===== src/rtl/network_pkg.sv =====
// Shared definitions for the network layer blocks: default MAC geometry,
// pipeline latency helper, sideband tag type and the round/saturate helper.
package network_pkg;

  localparam int NET_A_W        = 16;
  localparam int NET_B_W        = 14;
  localparam int NET_B_SIGNED   = 0;
  localparam int NET_MUL_STAGES = 2;
  localparam int NET_ACC_W      = 40;
  localparam int NET_FRAC_SH    = 13;
  localparam int NET_OUT_W      = 16;

  // Sample framing that rides alongside the datapath.
  typedef struct packed {
    logic first;
    logic last;
  } mac_tag_t;

  // Rounded result plus saturation flag; val is wide enough for any ACC_W <= 63.
  typedef struct packed {
    logic signed [63:0] val;
    logic               ovf;
  } sat_res_t;

  // Last accepted sample to out_valid, in ce-cycles.
  function automatic int mac_lat(input int mul_stages);
    return mul_stages + 3;
  endfunction

  // Round-half-up arithmetic shift, optionally clamped to a signed out_w range.
  // Done in 64 bits so the rounding constant can never overflow the sum.
  function automatic sat_res_t round_sat(input logic signed [63:0] acc,
                                         input int frac_sh, input int out_w,
                                         input logic sat_en);
    sat_res_t res;
    logic signed [63:0] r, hi, lo;
    r = acc;
    if (frac_sh > 0) r = (acc + (64'sd1 <<< (frac_sh - 1))) >>> frac_sh;
    hi = (64'sd1 <<< (out_w - 1)) - 64'sd1;
    lo = -(64'sd1 <<< (out_w - 1));
    res.val = r;
    res.ovf = 1'b0;
    if (sat_en && (r > hi)) begin
      res.val = hi;
      res.ovf = 1'b1;
    end else if (sat_en && (r < lo)) begin
      res.val = lo;
      res.ovf = 1'b1;
    end
    return res;
  endfunction

endpackage


===== src/rtl/network_mac_mul_pipe.sv =====
// Input register stage followed by MUL_STAGES product registers. Extra stages
// are plain delay registers so synthesis can retime them into the DSP.
// Valid and first/last travel as shift registers next to the product.
module network_mac_mul_pipe import network_pkg::*; #(
  parameter int A_W        = NET_A_W,
  parameter int B_W        = NET_B_W,
  parameter int B_SIGNED   = NET_B_SIGNED,
  parameter int MUL_STAGES = NET_MUL_STAGES
) (
  input  logic                     clk,
  input  logic                     reset_n,
  input  logic                     ce,
  input  logic                     in_valid,
  input  logic                     in_first,
  input  logic                     in_last,
  input  logic signed [A_W-1:0]    a,
  input  logic        [B_W-1:0]    b,
  output logic signed [A_W+B_W:0]  prod,
  output logic                     prod_vld,
  output mac_tag_t                 prod_tag
);

  localparam int P_W = A_W + B_W + 1;

  logic signed [B_W:0]   b_ext;
  mac_tag_t              tag_in;
  logic signed [A_W-1:0] a_q;
  logic signed [B_W:0]   b_q;
  logic [MUL_STAGES:0]   vld_pipe;
  mac_tag_t [MUL_STAGES:0] tag_pipe;
  logic signed [P_W-1:0] prod_pipe [1:MUL_STAGES];

  // Widen b by one bit so a single signed multiplier covers both weight modes.
  assign b_ext = (B_SIGNED != 0) ? {b[B_W-1], b} : {1'b0, b};

  // Framing bits only mean something on a real sample.
  assign tag_in = '{first: in_valid & in_first, last: in_valid & in_last};

  // Input regs, multiply, then delay stages; everything frozen when ce=0.
  always_ff @(posedge clk or negedge reset_n) begin
    if (!reset_n) begin
      a_q      <= '0;
      b_q      <= '0;
      vld_pipe <= '0;
      tag_pipe <= '0;
      for (int i = 1; i <= MUL_STAGES; i++) prod_pipe[i] <= '0;
    end else if (ce) begin
      a_q          <= a;
      b_q          <= b_ext;
      vld_pipe     <= {vld_pipe[MUL_STAGES-1:0], in_valid};
      tag_pipe     <= {tag_pipe[MUL_STAGES-1:0], tag_in};
      prod_pipe[1] <= a_q * b_q;
      for (int i = 2; i <= MUL_STAGES; i++) prod_pipe[i] <= prod_pipe[i-1];
    end
  end

  assign prod     = prod_pipe[MUL_STAGES];
  assign prod_vld = vld_pipe[MUL_STAGES];
  assign prod_tag = tag_pipe[MUL_STAGES];

endmodule


===== src/rtl/network_mac_pipe.sv =====
// Pipelined signed MAC: S0 -> product regs -> accumulator -> round/narrow out reg.
// Define NETWORK_MAC_SAT_EN to clamp out-of-range results and flag out_ovf;
// otherwise the result wraps to OUT_W bits and out_ovf stays 0.
module network_mac_pipe import network_pkg::*; #(
  parameter int A_W        = NET_A_W,
  parameter int B_W        = NET_B_W,
  parameter int B_SIGNED   = NET_B_SIGNED,
  parameter int MUL_STAGES = NET_MUL_STAGES,
  parameter int ACC_W      = NET_ACC_W,
  parameter int FRAC_SH    = NET_FRAC_SH,
  parameter int OUT_W      = NET_OUT_W
) (
  input  logic                    clk,
  input  logic                    reset_n,
  input  logic                    ce,
  input  logic                    in_valid,
  input  logic                    in_first,
  input  logic                    in_last,
  input  logic signed [A_W-1:0]   a,
  input  logic        [B_W-1:0]   b,
  output logic                    out_valid,
  output logic signed [OUT_W-1:0] out_data,
  output logic                    out_ovf
);

`ifdef NETWORK_MAC_SAT_EN
  localparam logic SAT_EN = 1'b1;
`else
  localparam logic SAT_EN = 1'b0;
`endif

  logic signed [A_W+B_W:0] prod;
  logic                    prod_vld;
  mac_tag_t                prod_tag;
  logic signed [ACC_W-1:0] acc_q, sum_d, sum_q;
  logic                    sum_vld;
  sat_res_t                rs;
  logic                    unused_rs_hi;

  network_mac_mul_pipe #(
    .A_W(A_W), .B_W(B_W), .B_SIGNED(B_SIGNED), .MUL_STAGES(MUL_STAGES)
  ) u_mul (
    .clk(clk), .reset_n(reset_n), .ce(ce),
    .in_valid(in_valid), .in_first(in_first), .in_last(in_last),
    .a(a), .b(b),
    .prod(prod), .prod_vld(prod_vld), .prod_tag(prod_tag)
  );

  // A first sample restarts the sum; otherwise add onto the running total.
  always_comb begin
    sum_d = (prod_tag.first ? '0 : acc_q) + ACC_W'(prod);
  end

  // Running sum clears on last so an unframed follow-on sample starts from 0;
  // the completed sum is parked in sum_q for the output stage.
  always_ff @(posedge clk or negedge reset_n) begin
    if (!reset_n) begin
      acc_q   <= '0;
      sum_q   <= '0;
      sum_vld <= 1'b0;
    end else if (ce) begin
      sum_vld <= prod_vld & prod_tag.last;
      if (prod_vld) begin
        acc_q <= prod_tag.last ? '0 : sum_d;
        sum_q <= sum_d;
      end
    end
  end

  assign rs           = round_sat(64'(sum_q), FRAC_SH, OUT_W, SAT_EN);
  assign unused_rs_hi = ^rs.val[63:OUT_W];

  // One ce-cycle pulse per finished sum; data/ovf hold until the next one.
  always_ff @(posedge clk or negedge reset_n) begin
    if (!reset_n) begin
      out_valid <= 1'b0;
      out_data  <= '0;
      out_ovf   <= 1'b0;
    end else if (ce) begin
      out_valid <= sum_vld;
      if (sum_vld) begin
        out_data <= rs.val[OUT_W-1:0];
        out_ovf  <= rs.ovf;
      end
    end
  end

endmodule


===== config.mk =====
export PLATFORM = sky130hd
export DESIGN_NAME = network_mac_pipe
export DESIGN_NICKNAME = d
export VERILOG_FILES = /design/src/rtl/network_pkg.sv /design/src/rtl/network_mac_mul_pipe.sv /design/src/rtl/network_mac_pipe.sv
export SDC_FILE = /design/constraint.sdc
export NUM_CORES = 1
export LEC_CHECK = 0
export BUFFER_PORTS_ARGS = -buffer_cell sky130_fd_sc_hd__buf_2
export CAP_MARGIN = 20
export CORE_MARGIN = 5
export CORE_UTILIZATION = 50
export CTS_CLUSTER_DIAMETER = 200
export DETAILED_ROUTE_END_ITERATION = 16
export PLACE_DENSITY = 0.74
export SYNTH_ARGS = -nofsm -noshare
export SYNTH_HDL_FRONTEND = slang
export SYNTH_HIERARCHICAL = 1
export SYNTH_SLANG_ARGS = --single-unit
export TNS_END_PERCENT = 5

===== constraint.sdc =====
create_clock -name clk -period 6.1 [get_ports clk]
set_input_delay 0.915 -clock clk [delete_from_list [all_inputs] [get_ports clk]]
set_output_delay 0.915 -clock clk [all_outputs]
set_load 0.01 [all_outputs]

After elaboration in Yosys (flattened, before gate mapping)
Index checks and enable logic that the tools add are counted.
W data, S select, Z words.
{"block": "totals", "register_bits": 188, "input_bits": 36, "output_inout_bits": 18, "elab_cells": 26}
{"block": "classes", "addsub": 2, "n_mul": 1, "n_mux": 2, "bitwise_logic": 3, "n_reduce_logical": 2}
{"cell": "$mux W40", "n": 2}
{"cell": "$add A40 B40 Y40", "n": 1}
{"cell": "$mul A16 B15 Y31", "n": 1}
{"cell": "$add A29 B14 Y29 const B", "n": 1}
{"cell": "$reduce_and A2 Y1", "n": 2}
{"cell": "$and A1 B1 Y1", "n": 3}

Depth between registers and ports, before layout
{"block": "depth", "depth_word": 3, "depth_mapped": 24, "depth_no_buf": 23}

Hierarchy
The synthesis kept the hierarchy.
{"mod": "network_mac_mul_pipe", "instances": 1, "cells_each": 1235, "area_each_um2": 12643.4, "seq_area_each_um2": 2527.4}
{"mod": "network_mac_pipe", "instances": 1, "cells_each": 501, "area_each_um2": 4481.8, "seq_area_each_um2": 1601.5}

Worst setup path after synthesis
No wires, ideal clock.
{"block": "synth_timing", "path_kind": "register -> register", "start": "reg u_mul.a_q[15]", "end": "reg u_mul/prod_pipe[59] (netlist bit)", "setup_ns": 0.125, "arrival_time_ns": 5.891, "required_time_ns": 5.975, "path_slack_ns": 0.084, "stages_incl_launch_ff": 21, "path_buffers": 1, "period_less_slack_ns": 6.016, "path_cell_list": "dfrtp_1 > clkbuf_1 > nand2_1 > inv_1 > fa_1 > fa_1 > fa_1 > fa_1 > fa_1 > inv_1 > fa_1 > inv_1 > ha_1 > a21o_1 > a21oi_1 > and2_1 > o2111a_1 > nor3_2 > nor3_1 > xnor2_1 > mux2_2"}
{"block": "synth_between", "elab_chain_len": 1}
{"element": "from (decl)", "line": "network_mac_mul_pipe.sv:27", "rtl": "logic signed [A_W-1:0] a_q;"}
{"element": "from (signal assigned)", "line": "network_mac_mul_pipe.sv:42", "rtl": "a_q <= '0;"}
{"element": "from (signal assigned)", "line": "network_mac_mul_pipe.sv:48", "rtl": "a_q <= a;"}
{"element": "$mul A16 B15 Y31", "line": "network_mac_mul_pipe.sv:52", "rtl": "prod_pipe[1] <= a_q * b_q;"}
{"element": "to (decl)", "line": "network_mac_mul_pipe.sv:31", "rtl": "logic signed [P_W-1:0] prod_pipe [1:MUL_STAGES];"}
Every way passes these cells.
A chain may end at the register's enable or synchronous reset.

Final worst setup path
{"block": "layout_timing", "start": "reg u_mul.a_q[6]", "end": "reg u_mul/prod_pipe[52] (netlist bit)"}
The elaborated chain is that of the path after synthesis.

==> impl_metrics.csv <==
group,metric,value,unit
clocking,htreeDepth,4,
cells_and_area,antenna_cells,0,
grt,grt_max_degree,83,
cells_and_area,drive_gt1_frac,0.179,
floorplan,num_rows,66,
grt,grt_overflow,0,
setup_path,endpoint_kind,"flop",
sta,timing.final.crit_share,0.976,
place,gp_congestion,0.891,
cells_and_area,area_delta_synth_final,9.19,%
sta,finalHoldViolations,0,
cells_and_area,nets,2070,
cells_and_area,final_common_cell,"inv_1",
setup_path,crit_top_cell,"fa_1",
yosys,syn-num-nets,2037,
route,drt-pass1-iter-count,6,
min_path,worstHoldStart,"acc_q[17]",
clocking,clk_latency,0.44,ns
sta,whs,0.470,ns
route,via_per_inst,5.41,
setup_path,ff2ff_setup_slack,0.15,ns
clocking,holdBufCountCts,0,
place,dp_hpwl,28.6,mm
sta,rsz0062_at_grt,"true",
grt,grt_pass1_wl,62.8,mm
yosys,netlist_area,0.0167,mm²
route,drt-initial-drc-count,796,
setup_path,timing.rr.start,"u_mul/a_q[6]",
clocking,root_buffer,"clkbuf_16",
setup_path,cp.required,6.42,ns
floorplan,die_x,193,µm
cells_and_area,final_area,0.0182,mm²
sta,fin_crit,5.95,ns
sta,fmax,168,MHz
place,postPlaceCellArea,0.0174,mm²
grt,grt_usage,0.211,
run,maxCapViolations,0,
setup_path,crit_type,"flop to flop",
floorplan,start_util,0.509,
route,vias,11800,
setup_path,cp_top_family,"adder cells",
setup_path,cp.arrival,6.28,ns
run_status,status,"finished, final reports clean",
setup_path,path_cells,"buf_4 > and2_1 > fa_1 > inv_1 > fa_1 > inv_1 > fa_1 > fa_1 > fa_1 > inv_1 > fa_1 > inv_1 > ha_4 > a21oi_2 > a2bb2oi_2 > a21oi_2 > a2111o_1 > a31o_2 > xor2_1 > mux2_2",
sta,fin_setup_tns,0,ns
setup_path,critPathBufInv,5,
yosys,syn_area_per_cell,9.88,µm²
clocking,cts.sinks,161,
sta,setup_viol,0,
sta,maxSlewHeadroom,0.341,
route,postRouteAntennaNets,0,
sta,slew_violations,0,
route,wl,36.5,mm
clocking,cts_tree,"done",
route,remaining_drc_errors,0,
min_path,hold_class,"flop to flop",
yosys,ys_warn_count,6,
sta,fin_worst_skew,0.0147,ns
setup_path,worstSetupStartpointType,"flop",
yosys,synth_cells,1685,
setup_path,critPathSlowestCell,"fa_1",
route,wl_per_cell,16.8,µm
clocking,cts_buffer_depth,2,
grt,grt_pass1_vias,12500,
clocking,cts_made_buffers,17,
cells_and_area,fin_util,0.556,
setup_path,critPathMaxStageDelay,0.54,ns
cells_and_area,layout_common_cells,"inv_1, fa_1, and2_1",
setup_path,critPathMaxFanout,6,
sta,worst_pin_slew,0.988,ns
grt,antenna_found_initial,0,
setup_path,cp-startpoint,"u_mul/a_q[6]",
floorplan,die_height,193,µm
floorplan,io_pins,54,
clocking,clk_pin_slew,0.07,ns
floorplan,die-area,0.0371,mm²
place,io_buffers,52,
floorplan,core_area,0.0327,mm²
## layout make-up
type	instances	area, µm²
clock inverter	14	119
sequential	161	4050
timing repair buffer	112	743
tap	442	553
clock buffer	18	429
fill	2831	14500
inverter	280	1050
multi-input combinational	1146	11200
## repair_timing
| item | 4_1_cts | 5_1_grt |
|---|---|---|
| buffers inserted | 0 | 5 |
| pin swaps | 0 | 22 |
| gates cloned | 0 | 0 |
| endpoints found under the setup margin | 4 | 12 |
| gates resized for setup | 8 | 49 |
## metrics by stage
step | cells | setup WS, ns
after detailed placement | 2136 | -0.0453
after CTS | 2168 | 0.00229
after global placement | 2136 | 0.0917
after global routing | 2173 | -0.0604
after floorplan | 1685 | 0.0929
final | 2173 | 0.145
## state kept, by name (all words and copies together), names as in the netlist
| register | count |
|---|---|
| u_mul/prod | 29 |
| u_mul/b_q | 14 |
| acc_q | 29 |
| sum_vld | 1 |
| u_mul/prod_pipe | 29 |
| u_mul/a_q | 16 |
| sum_q | 17 |
| out_valid | 1 |
| u_mul/tag_pipe | 4 |
| u_mul/vld_pipe | 3 |
| out_data | 16 |
| u_mul/prod_tag | 2 |
## worst paths after layout
path,cells after the start,end
setup / recovery,20,u_mul/prod_pipe[52]
hold / removal,2,acc_q[17]
setup reg to reg,20,u_mul/prod_pipe[52]
hold reg to reg,2,acc_q[17]
max in group asynchronous,2,u_mul/b_q[2]
min in group asynchronous,1,u_mul/a_q[14]
## tightest hold or removal path, cell delays in order (launching register included)
cell,delay (ns)
dfrtp_1,0.34
nand2_1,0.05
o31ai_1,0.05
## metal layers
layer / vias to the layer above / wire, µm / track usage / share of wire
li1: 5405 / - / - / -
met2: 253 / 18300 / 0.357 / 0.50
met5: - / 0 / 0 / 0
met1: 6047 / 16000 / 0.283 / 0.44
met4: 0 / 938 / 0.0710 / 0.026
met3: 54 / 1330 / 0.0239 / 0.037
Power is left out: the tool's default activity adds up to more than one toggle a clock period on the data nets, which glitch-free logic cannot reach.
